### config.mk
export PLATFORM = sky130hd
export DESIGN_NAME = task_frame_parser_flat
export DESIGN_NICKNAME = d
export VERILOG_FILES = /design/src/rtl/task_frame_parser_if.sv /design/src/rtl/task_frame_parser.sv /design/src/flat_wrapper.sv
export SDC_FILE = /design/constraint.sdc
export NUM_CORES = 1
export LEC_CHECK = 0
export ABC_AREA = 0
export BUFFER_PORTS_ARGS = -buffer_cell sky130_fd_sc_hd__buf_4
export CORE_MARGIN = 2
export CORE_UTILIZATION = 57
export CTS_CLUSTER_DIAMETER = 60
export CTS_CLUSTER_SIZE = 40
export DETAILED_ROUTE_END_ITERATION = 7
export GPL_TIMING_DRIVEN = 0
export PLACE_DENSITY = 0.89
export SLEW_MARGIN = 20
export SYNTH_ARGS = -nofsm -noshare
export SYNTH_HDL_FRONTEND = slang
export SYNTH_SLANG_ARGS = --single-unit
### constraint.sdc
create_clock -name i_clk -period 4.8 [get_ports i_clk]
set_input_delay 0.24 -clock i_clk [delete_from_list [all_inputs] [get_ports i_clk]]
set_output_delay 0.24 -clock i_clk [all_outputs]
set_load 0.05 [all_outputs]
### src/rtl/task_frame_parser_if.sv
// Byte-stream and payload-beat signals shared by the frame parser and its environment.
// master drives received bytes and observes beats; slave is the parser itself.
interface task_frame_parser_if;
    logic       i_rx_valid;
    logic [7:0] i_rx_data;
    logic       o_valid;
    logic       o_first;
    logic       o_last;
    logic [7:0] o_data;
    logic       o_frame_err;
    logic       o_busy;

    modport master (
        output i_rx_valid, i_rx_data,
        input  o_valid, o_first, o_last, o_data, o_frame_err, o_busy
    );

    modport slave (
        input  i_rx_valid, i_rx_data,
        output o_valid, o_first, o_last, o_data, o_frame_err, o_busy
    );
endinterface

### src/rtl/task_frame_parser.sv
// Frame parser: SOF, LEN, payload beats with first/last flags and an idle timeout.
// Define TASK_FRAME_CHECKSUM_EN to expect a trailing XOR checksum byte per frame.
module task_frame_parser #(
    parameter logic [7:0] SOF_BYTE       = 8'hA5,
    parameter int         TIMEOUT_CYCLES = 100000
) (
    input logic                 i_clk,
    input logic                 i_rst,
    task_frame_parser_if.slave  bus
);

    localparam int TW = $clog2(TIMEOUT_CYCLES);

    typedef enum logic [1:0] {
        IDLE,
        LEN,
        PAYLOAD
`ifdef TASK_FRAME_CHECKSUM_EN
        , CHK
`endif
    } state_t;

    state_t          state_q, state_d;
    logic [7:0]      cnt_q, cnt_d;
    logic [TW-1:0]   tmo_q, tmo_d;
    logic            firstPend_q, firstPend_d;
    logic            valid_q, valid_d;
    logic            first_q, first_d;
    logic            last_q, last_d;
    logic [7:0]      data_q, data_d;
    logic            err_q, err_d;
    logic            timeoutHit;
`ifdef TASK_FRAME_CHECKSUM_EN
    logic [7:0]      xor_q, xor_d;
    logic [7:0]      hold_q, hold_d;
`endif

    always_ff @(posedge i_clk or negedge i_rst) begin
        if (!i_rst) begin
            state_q     <= IDLE;
            cnt_q       <= '0;
            tmo_q       <= '0;
            firstPend_q <= 1'b0;
            valid_q     <= 1'b0;
            first_q     <= 1'b0;
            last_q      <= 1'b0;
            data_q      <= '0;
            err_q       <= 1'b0;
`ifdef TASK_FRAME_CHECKSUM_EN
            xor_q       <= '0;
            hold_q      <= '0;
`endif
        end else begin
            state_q     <= state_d;
            cnt_q       <= cnt_d;
            tmo_q       <= tmo_d;
            firstPend_q <= firstPend_d;
            valid_q     <= valid_d;
            first_q     <= first_d;
            last_q      <= last_d;
            data_q      <= data_d;
            err_q       <= err_d;
`ifdef TASK_FRAME_CHECKSUM_EN
            xor_q       <= xor_d;
            hold_q      <= hold_d;
`endif
        end
    end

    always_comb begin
        state_d     = state_q;
        cnt_d       = cnt_q;
        tmo_d       = tmo_q;
        firstPend_d = firstPend_q;
        valid_d     = 1'b0;
        first_d     = 1'b0;
        last_d      = 1'b0;
        data_d      = '0;
        err_d       = 1'b0;
`ifdef TASK_FRAME_CHECKSUM_EN
        xor_d       = xor_q;
        hold_d      = hold_q;
`endif
        // An arriving byte always beats the timeout in the same cycle.
        timeoutHit = (state_q != IDLE) && !bus.i_rx_valid && (tmo_q == TW'(TIMEOUT_CYCLES - 1));
        if (state_q == IDLE || bus.i_rx_valid) begin
            tmo_d = '0;
        end else begin
            tmo_d = tmo_q + TW'(1);
        end

        case (state_q)
            IDLE: begin
                if (bus.i_rx_valid && bus.i_rx_data == SOF_BYTE) begin
                    state_d = LEN;
                end
            end
            LEN: begin
                if (bus.i_rx_valid) begin
                    if (bus.i_rx_data == 8'd0) begin
                        state_d = IDLE;
                    end else begin
                        cnt_d       = bus.i_rx_data;
                        firstPend_d = 1'b1;
                        state_d     = PAYLOAD;
`ifdef TASK_FRAME_CHECKSUM_EN
                        xor_d       = bus.i_rx_data;
`endif
                    end
                end
            end
            PAYLOAD: begin
                if (bus.i_rx_valid) begin
                    cnt_d = cnt_q - 8'd1;
`ifdef TASK_FRAME_CHECKSUM_EN
                    xor_d = xor_q ^ bus.i_rx_data;
                    if (cnt_q == 8'd1) begin
                        hold_d  = bus.i_rx_data;
                        state_d = CHK;
                    end else begin
                        valid_d     = 1'b1;
                        first_d     = firstPend_q;
                        data_d      = bus.i_rx_data;
                        firstPend_d = 1'b0;
                    end
`else
                    valid_d     = 1'b1;
                    first_d     = firstPend_q;
                    last_d      = (cnt_q == 8'd1);
                    data_d      = bus.i_rx_data;
                    firstPend_d = 1'b0;
                    if (cnt_q == 8'd1) begin
                        state_d = IDLE;
                    end
`endif
                end
            end
`ifdef TASK_FRAME_CHECKSUM_EN
            CHK: begin
                if (bus.i_rx_valid) begin
                    valid_d     = 1'b1;
                    first_d     = firstPend_q;
                    last_d      = 1'b1;
                    data_d      = hold_q;
                    err_d       = (bus.i_rx_data != xor_q);
                    firstPend_d = 1'b0;
                    state_d     = IDLE;
                end
            end
`endif
            default: state_d = IDLE;
        endcase

        if (timeoutHit) begin
            state_d = IDLE;
            err_d   = 1'b1;
            tmo_d   = '0;
`ifdef TASK_FRAME_CHECKSUM_EN
            if (state_q == CHK) begin
                valid_d     = 1'b1;
                first_d     = firstPend_q;
                last_d      = 1'b1;
                data_d      = hold_q;
                firstPend_d = 1'b0;
            end
`endif
        end
    end

    assign bus.o_valid     = valid_q;
    assign bus.o_first     = first_q;
    assign bus.o_last      = last_q;
    assign bus.o_data      = data_q;
    assign bus.o_frame_err = err_q;
    assign bus.o_busy      = (state_q != IDLE);

endmodule
### src/flat_wrapper.sv
// flat-port wrapper written by rule: the top's interface ports become plain ports
module task_frame_parser_flat 
#(
    parameter logic [7:0] SOF_BYTE       = 8'hA5,
    parameter int         TIMEOUT_CYCLES = 100000
)
  (i_clk, i_rst, bus_i_rx_valid, bus_i_rx_data, bus_o_valid, bus_o_first, bus_o_last, bus_o_data, bus_o_frame_err, bus_o_busy);
  task_frame_parser_if bus_i ();
  input logic i_clk;
  input logic i_rst;
  input wire logic [$bits(bus_i.i_rx_valid)-1:0] bus_i_rx_valid;
  input wire logic [$bits(bus_i.i_rx_data)-1:0] bus_i_rx_data;
  output wire logic [$bits(bus_i.o_valid)-1:0] bus_o_valid;
  output wire logic [$bits(bus_i.o_first)-1:0] bus_o_first;
  output wire logic [$bits(bus_i.o_last)-1:0] bus_o_last;
  output wire logic [$bits(bus_i.o_data)-1:0] bus_o_data;
  output wire logic [$bits(bus_i.o_frame_err)-1:0] bus_o_frame_err;
  output wire logic [$bits(bus_i.o_busy)-1:0] bus_o_busy;
  assign bus_i.i_rx_valid = bus_i_rx_valid;
  assign bus_i.i_rx_data = bus_i_rx_data;
  assign bus_o_valid = bus_i.o_valid;
  assign bus_o_first = bus_i.o_first;
  assign bus_o_last = bus_i.o_last;
  assign bus_o_data = bus_i.o_data;
  assign bus_o_frame_err = bus_i.o_frame_err;
  assign bus_o_busy = bus_i.o_busy;
  task_frame_parser #(.SOF_BYTE(SOF_BYTE), .TIMEOUT_CYCLES(TIMEOUT_CYCLES)) u_core (.i_clk(i_clk), .i_rst(i_rst), .bus(bus_i));
endmodule
==> Yosys cells after proc, flatten, opt, wreduce, memory -nomap -nowiden <==
Index checks and enable logic that the tools add are counted.
{ "word_totals": {"regBits": 40, "latchBits": 0, "ram_bits": 0, "romBits": 0, "inputBits": 11, "out_inout_bits": 13, "mem_count": 0} }
{ "classes": {"add_sub_neg": 2, "n_mul": 0, "n_div": 0, "n_lt_le_gt_ge": 0, "eq_ne": 12, "n_shift": 0, "mux": 26, "bitwise_logic": 0, "n_reduce_logical": 11} }
{ "op_table": {"columns": ["cell", "n"], "rows": [
  ["two-way mux 8 bit", 5],
  ["two-way mux 17 bit", 2],
  ["adder 17 x 1 -> 17 bit, second input constant", 1],
  ["== test 17 bit, second input constant", 1],
  ["one-hot mux 8 bit (2 select lines)", 1],
  ["two-way mux 2 bit", 6],
  ["two-way mux 1 bit", 10],
  ["!= test 3 x 2 -> 1 bit, second input constant", 3],
  ["== test 8 x 1 -> 1 bit, second input constant", 1],
  ["== test 8 bit, second input constant", 1],
  ["logical NOT 8 bit", 1],
  ["AND reduction 4 bit", 2],
  ["subtractor 8 x 1 -> 8 bit, second input constant", 1],
  ["!= test 2 bit, second input constant", 3],
  ["one-hot mux 2 bit (3 select lines)", 1],
  ["nonzero test 2 bit", 2],
  ["logical AND 1 bit", 3],
  ["!= test 3 x 1 -> 1 bit, second input constant", 1],
  ["== test 2 x 1 -> 1 bit, second input constant", 1],
  ["== test 2 bit, second input constant", 1],
  ["logical NOT 2 bit", 1],
  ["one-hot mux 1 bit (2 select lines)", 1],
  ["logical NOT 1 bit", 1],
  ["logical OR 1 bit", 1]
]} }

==> Logic depth before layout (Yosys ltp) <==
{ "logic_depth": {"depth_word": 5, "ltp_mapped": 6} }

==> Worst setup path before layout <==
OpenSTA, ideal clock, no wires.
{ "synth_path": {"path_type": "reg2reg", "from": "register u_core.tmo_q[0]", "to": "register u_core.tmo_q[10]", "arrival_ns": 1.516, "t_required_ns": 4.679, "slack_ns": 3.162, "stages_incl_launch_ff": 7, "n_path_buf": 1, "path_cell_list": "dfrtp_1 -> ha_1 -> and4_2 -> nand2_1 -> o31ai_4 -> buf_2 -> nor2_1"} }
{ "synth_via": {"elab_chain_cells": 3, "elab_cells_between_ends": 5} }
{ "synth_lines": {"columns": ["element", "line_no", "text"], "rows": [
  ["from (decl)", "task_frame_parser.sv:25", "logic [TW-1:0] tmo_q, tmo_d;"],
  ["from (signal assigned)", "task_frame_parser.sv:56", "tmo_q <= tmo_d;"],
  ["adder 17 x 1 -> 17 bit or == test 17 bit (tied branches)", "task_frame_parser.sv:89, task_frame_parser.sv:85", null],
  ["two-way mux 17 bit or logical AND 1 bit (tied branches)", "task_frame_parser.sv:86, task_frame_parser.sv:85", null],
  ["two-way mux 17 bit *", "task_frame_parser.sv:154", "if (timeoutHit) begin"],
  ["net u_core.tmo_d[10]", "task_frame_parser.sv:25", null]
]} }
The timed path passes the listed nets; every way through them passes the cells marked *.
A chain may end at the register's enable or synchronous reset.

==> Worst setup path after layout <==
{ "layout_path": {"from": "register u_core.tmo_q[0]", "to": "register u_core.tmo_q[7]"} }
Same word-level chain as after synthesis.

==> metrics.md <==
| Metric | Value |
|---|---|
| Outcome | finished, final reports clean |
| Class of the most critical hold timing path | input port to register |
| Clock Latency Late Sink | between 0.3 and 0.4 ns |
| Total standard cell area after synthesis | between 0.0015 and 0.002 sq mm |
| Leftover overflow at the end of global routing | 0 |
| Residual antenna-violating net count after detailed routing | 0 |
| Count of mapped cells out of synthesis | 195 |
| Count of routing violations after the opening detailed-route iteration | slightly above 90 |
| Number of search-and-repair iterations in the first detailed-routing pass | 4 |
| Total negative slack | 0 ns |
| Ys async rst share | 1.00 |
| Largest cells by area after synthesis | dfrtp_1 (50%), nor2_1 (4.9%), xnor2_1 (3.5%), and3_1 (3.1%), o21ai_0 (2.3%) |
| Maximum number of pins on one net before global-route repair | 41 |
| Number of cells on the worst hold path | 2 |
| Post-synthesis sequential element count | 40 |
| Final hold violation count | 0 |
| Actual slew at the worst max-slew pin | approximately 0.54 ns |
| Crit. Startpoint | u_core.tmo_q[0] |
| Placed cell count | approximately 260 |
| # H-tree levels | 2 |
| Sinks on Clock Net | 40 |
| Layer with the highest usage after global routing | met2 |
| Final critical path time including I/O delays and setup | 1.88 ns |
| CTS tree | done |
| Worst stage delay on the critical path | approximately 0.40 ns |
| Number of fill cells in the layout | roughly 240 |
| Final standard cell count with taps included and fillers excluded | 273 |
| Peak Freq | between 0.5 and 0.6 GHz |
| Half-perimeter wire length after placement | between 2000 and 3000 microns |
| Number of antenna violations at the first check in global routing | 0 |
| Number of enable-type register cells in the synthesized netlist | 0 |
| Area of all placed cells without fillers | between 0.002 and 0.0025 sq mm |
| Largest driver fanout on the critical path | 10 |
| Via count of the first global-routing pass | about 1.5k |
| Area grow syn2layout | 15.9% |
| Hold path startpoint | bus_i_rx_data[1] |
| Number of cells on the worst reg-to-reg path | 6 |
| Type of origin of the critical path | register |
| Setup skew after layout | 0.0124 ns |
| Capturing point of the worst reg2reg path | u_core.tmo_q[7] |
| Pwr dens | ~320 mW/mm^2 |
| Final slew viol count | 0 |
| Hold endpoint | u_core.bus.o_data[1] |
| Met3 layer usage reported by global route | 0.0607 |
| Headroom to the max-slew limit | 0.637 |
| Clock Tree Root | clkbuf_4 |
| Diodes inserted | 0 |
| Instance area after placement | 0.00222 sq mm |
| Effective utilization at floorplan | 0.598 |
| Critical-path top delay cell | dfrtp_1 |
| DIE AREA | 0.00399 sq mm |
| # rows | 21 |
| Dominant cell type by area after synthesis | dfrtp_1 |
| Unrepaired setup endpoints after global routing | no |
| Worst setup path category | register to register |
| Global routing met1 resource utilization | 0.296 |
| Via count | 1558 |
| Die Height | approximately 63 microns |
| GR met2 Demand/Resource | 0.351 |
| Clk slew on worst S/H paths | approximately 0.11 ns |
| Final cycle utilization of the critical path | 0.392 |
| Aggregate routed wire length | between 3000 and 4000 microns |
| Highest ir drop seen on vdd | between 0.00015 and 0.0002 V |
| Yosys top cell area share | 0.502 |
| Share of cells above drive strength 1 | 0.194 |
| Nature of the critical path endpoint | register |
| Syn Area/Cell | ~10 sq um |
| Routability Congestion | 0.893 |
| Number of maximum-capacitance violations | 0 |
| Total track usage | 0.220 |
| DR vias/cell | around 5.7 |
| Inserted Clock Buffers | 5 |
| Cell-by-cell trace of the critical path | ha_1 > and4_2 > nand2_1 > o31ai_4 > buf_2 > nor2_1 |
| Critical Path AT | about 2.1 ns |
| Register-to-Register Setup Slack | a little under 3 ns |
| Post-Syn Nets | 209 |
| Data required, critical path | ~5.0 ns |
| Sequential cell area | between 0.001 and 0.0015 sq mm |
| DRC Markers | 0 |
| Final number of setup-violating endpoints | 0 |
| Number of top-level design ports | 24 |
| Postcts setup bufs | 0 |
| Total power draw | roughly 0.73 mW |
| Global-route wire length before repair | between 6000 and 7000 microns |
| Leakage | 1.01 nW |
| Multi-input gate area | just over 900 sq um |
| Buffers from clock root to sink, at most | 2 |
| Area of the core region | around 0.0033 sq mm |
| Die extent in x | 63.2 microns |
| Proportion of synthesized chip area in sequential cells | 0.502 |
| Worst reg2reg startpoint | u_core.tmo_q[0] |
| Number of distinct library cells after synthesis | between 40 and 50 |
| Number of I/O port buffers | 23 |
| Warnings, synthesis | 0 |
| Top flip-flop cell by instance count after synthesis | dfrtp_1 |
| Average wire per standard cell | 14.4 microns |
| Net count, final | 240 |
## worst max-delay path by stage
stage | endpoint | slack (ns) | cells past startpoint
2_1_floorplan | u_core.tmo_q[10] | 3.16 | 6
3_3_place_gp | u_core.tmo_q[10] | 2.96 | 6
3_5_place_dp | u_core.tmo_q[7] | 2.92 | 6
4_1_cts | u_core.tmo_q[7] | 2.91 | 6
5_1_grt | u_core.cnt_q[6] | 2.68 | 6
6_report | u_core.tmo_q[7] | 2.92 | 6
## flip-flops by register name, indices dropped and copies added, names as in the netlist
register	flops
u_core.bus.o_frame_err	1
u_core.bus.o_data	8
u_core.bus.o_valid	1
u_core.tmo_q	17
u_core.state_q	2
u_core.bus.o_last	1
u_core.cnt_q	8
u_core.firstPend_q	1
u_core.bus.o_first	1
## area by class of cell
cell class | instances | share of cell area
Timing Repair Buffer | 24 | 0.0790
Clock inverter | 2 | 0.0152
Buffer | 5 | 0.00920
Sequential cell | 40 | 0.433
Clock buffer | 6 | 0.0179
Tap cell | 46 | 0.0249
Multi-Input combinational cell | 138 | 0.401
Inverter | 12 | 0.0195
## synth_stat cells, types with 3 or more instances
library cell   n
dfrtp_1       40
nor2_1        26
inv_1         12
and3_1        10
o21ai_0        9
xnor2_1        8
nand2_1        6
nand3_1        6
nand4_1        6
nor4_1         6
a21oi_1        4
a22oi_1        4
nor3_1         4
xor2_1         4
clkbuf_1       3
ha_1           3
## routing by layer
metal	vias to the layer above	wire length, microns
li1	771	-
met1	744	1900
met2	37	1850
met3	6	136
met4	0	49
met5	-	0
## cells by family (layout without fill, tap and decap cells)
logic type / count (synthesis) / after routing / synth area share
and+or+nand+nor: 86 / 86 / 0.256
adders and majority gates: 3 / 3 / 0.0188
DFF: 40 / 40 / 0.502
AOI/OAI and AO/OA: 37 / 37 / 0.137
xor gates and xnor gates: 12 / 12 / 0.0527
buffers and inverters: 17 / 49 / 0.0332
## layout by cell type, fill, tap and decap left out, drive strengths merged, types with 2 or more instances in the layout
cell type | synthesis | layout
nor3 | 4 | 4
dfrtp | 40 | 40
or3 | 4 | 4
nand4 | 6 | 6
clkbuf | 3 | 9
a211oi | 2 | 2
a22oi | 4 | 4
xnor2 | 8 | 8
inv | 12 | 12
a31oi | 2 | 2
nand2 | 6 | 6
nor2 | 26 | 26
xor2 | 4 | 4
o31ai | 3 | 3
buf | 2 | 25
a21oi | 4 | 4
and4b | 2 | 2
ha | 3 | 3
o2bb2ai | 2 | 2
o21ai | 10 | 10
nor2b | 2 | 2
and4 | 3 | 3
and3 | 10 | 10
or4 | 2 | 2
nor4 | 6 | 6
nand3 | 9 | 9
o211ai | 3 | 3
## repair_timing
action / in CTS / in global routing
endpoints found under the hold margin: 40 / 0
setup endpoints to repair: 0 / 0
gates resized for setup: 0 / 0
hold buffers: 1 / 0
## critical path: cells and delay by family (launching register included)
family / cells / cell delay (ns)
AND/OR/NAND/NOR: 3 / 0.46
flip-flops: 1 / 0.40
AO/OA/AOI/OAI: 1 / 0.38
buffers and inverters: 1 / 0.29
adder cells (fa/ha/maj): 1 / 0.23
## per-stage QoR
stage               hold slack [ns]  setup slack (ns)   util
global route                  0.134              2.68  0.693
CTS                           0.149              2.91  0.693
detailed placement            0.236              2.92  0.667
global placement              0.231              2.96  0.667
finish                        0.159              2.92  0.693
floorplan                   -0.0556              3.16      -
## where the power goes
part | switching (mW) | leakage (nW) | internal [mW]
clock network | 0.107 | 0.0422 | 0.109
logic | 0.0739 | 0.445 | 0.0494
registers | 0.0264 | 0.521 | 0.364
No activity file was read; power rests on OpenSTA's default activity.
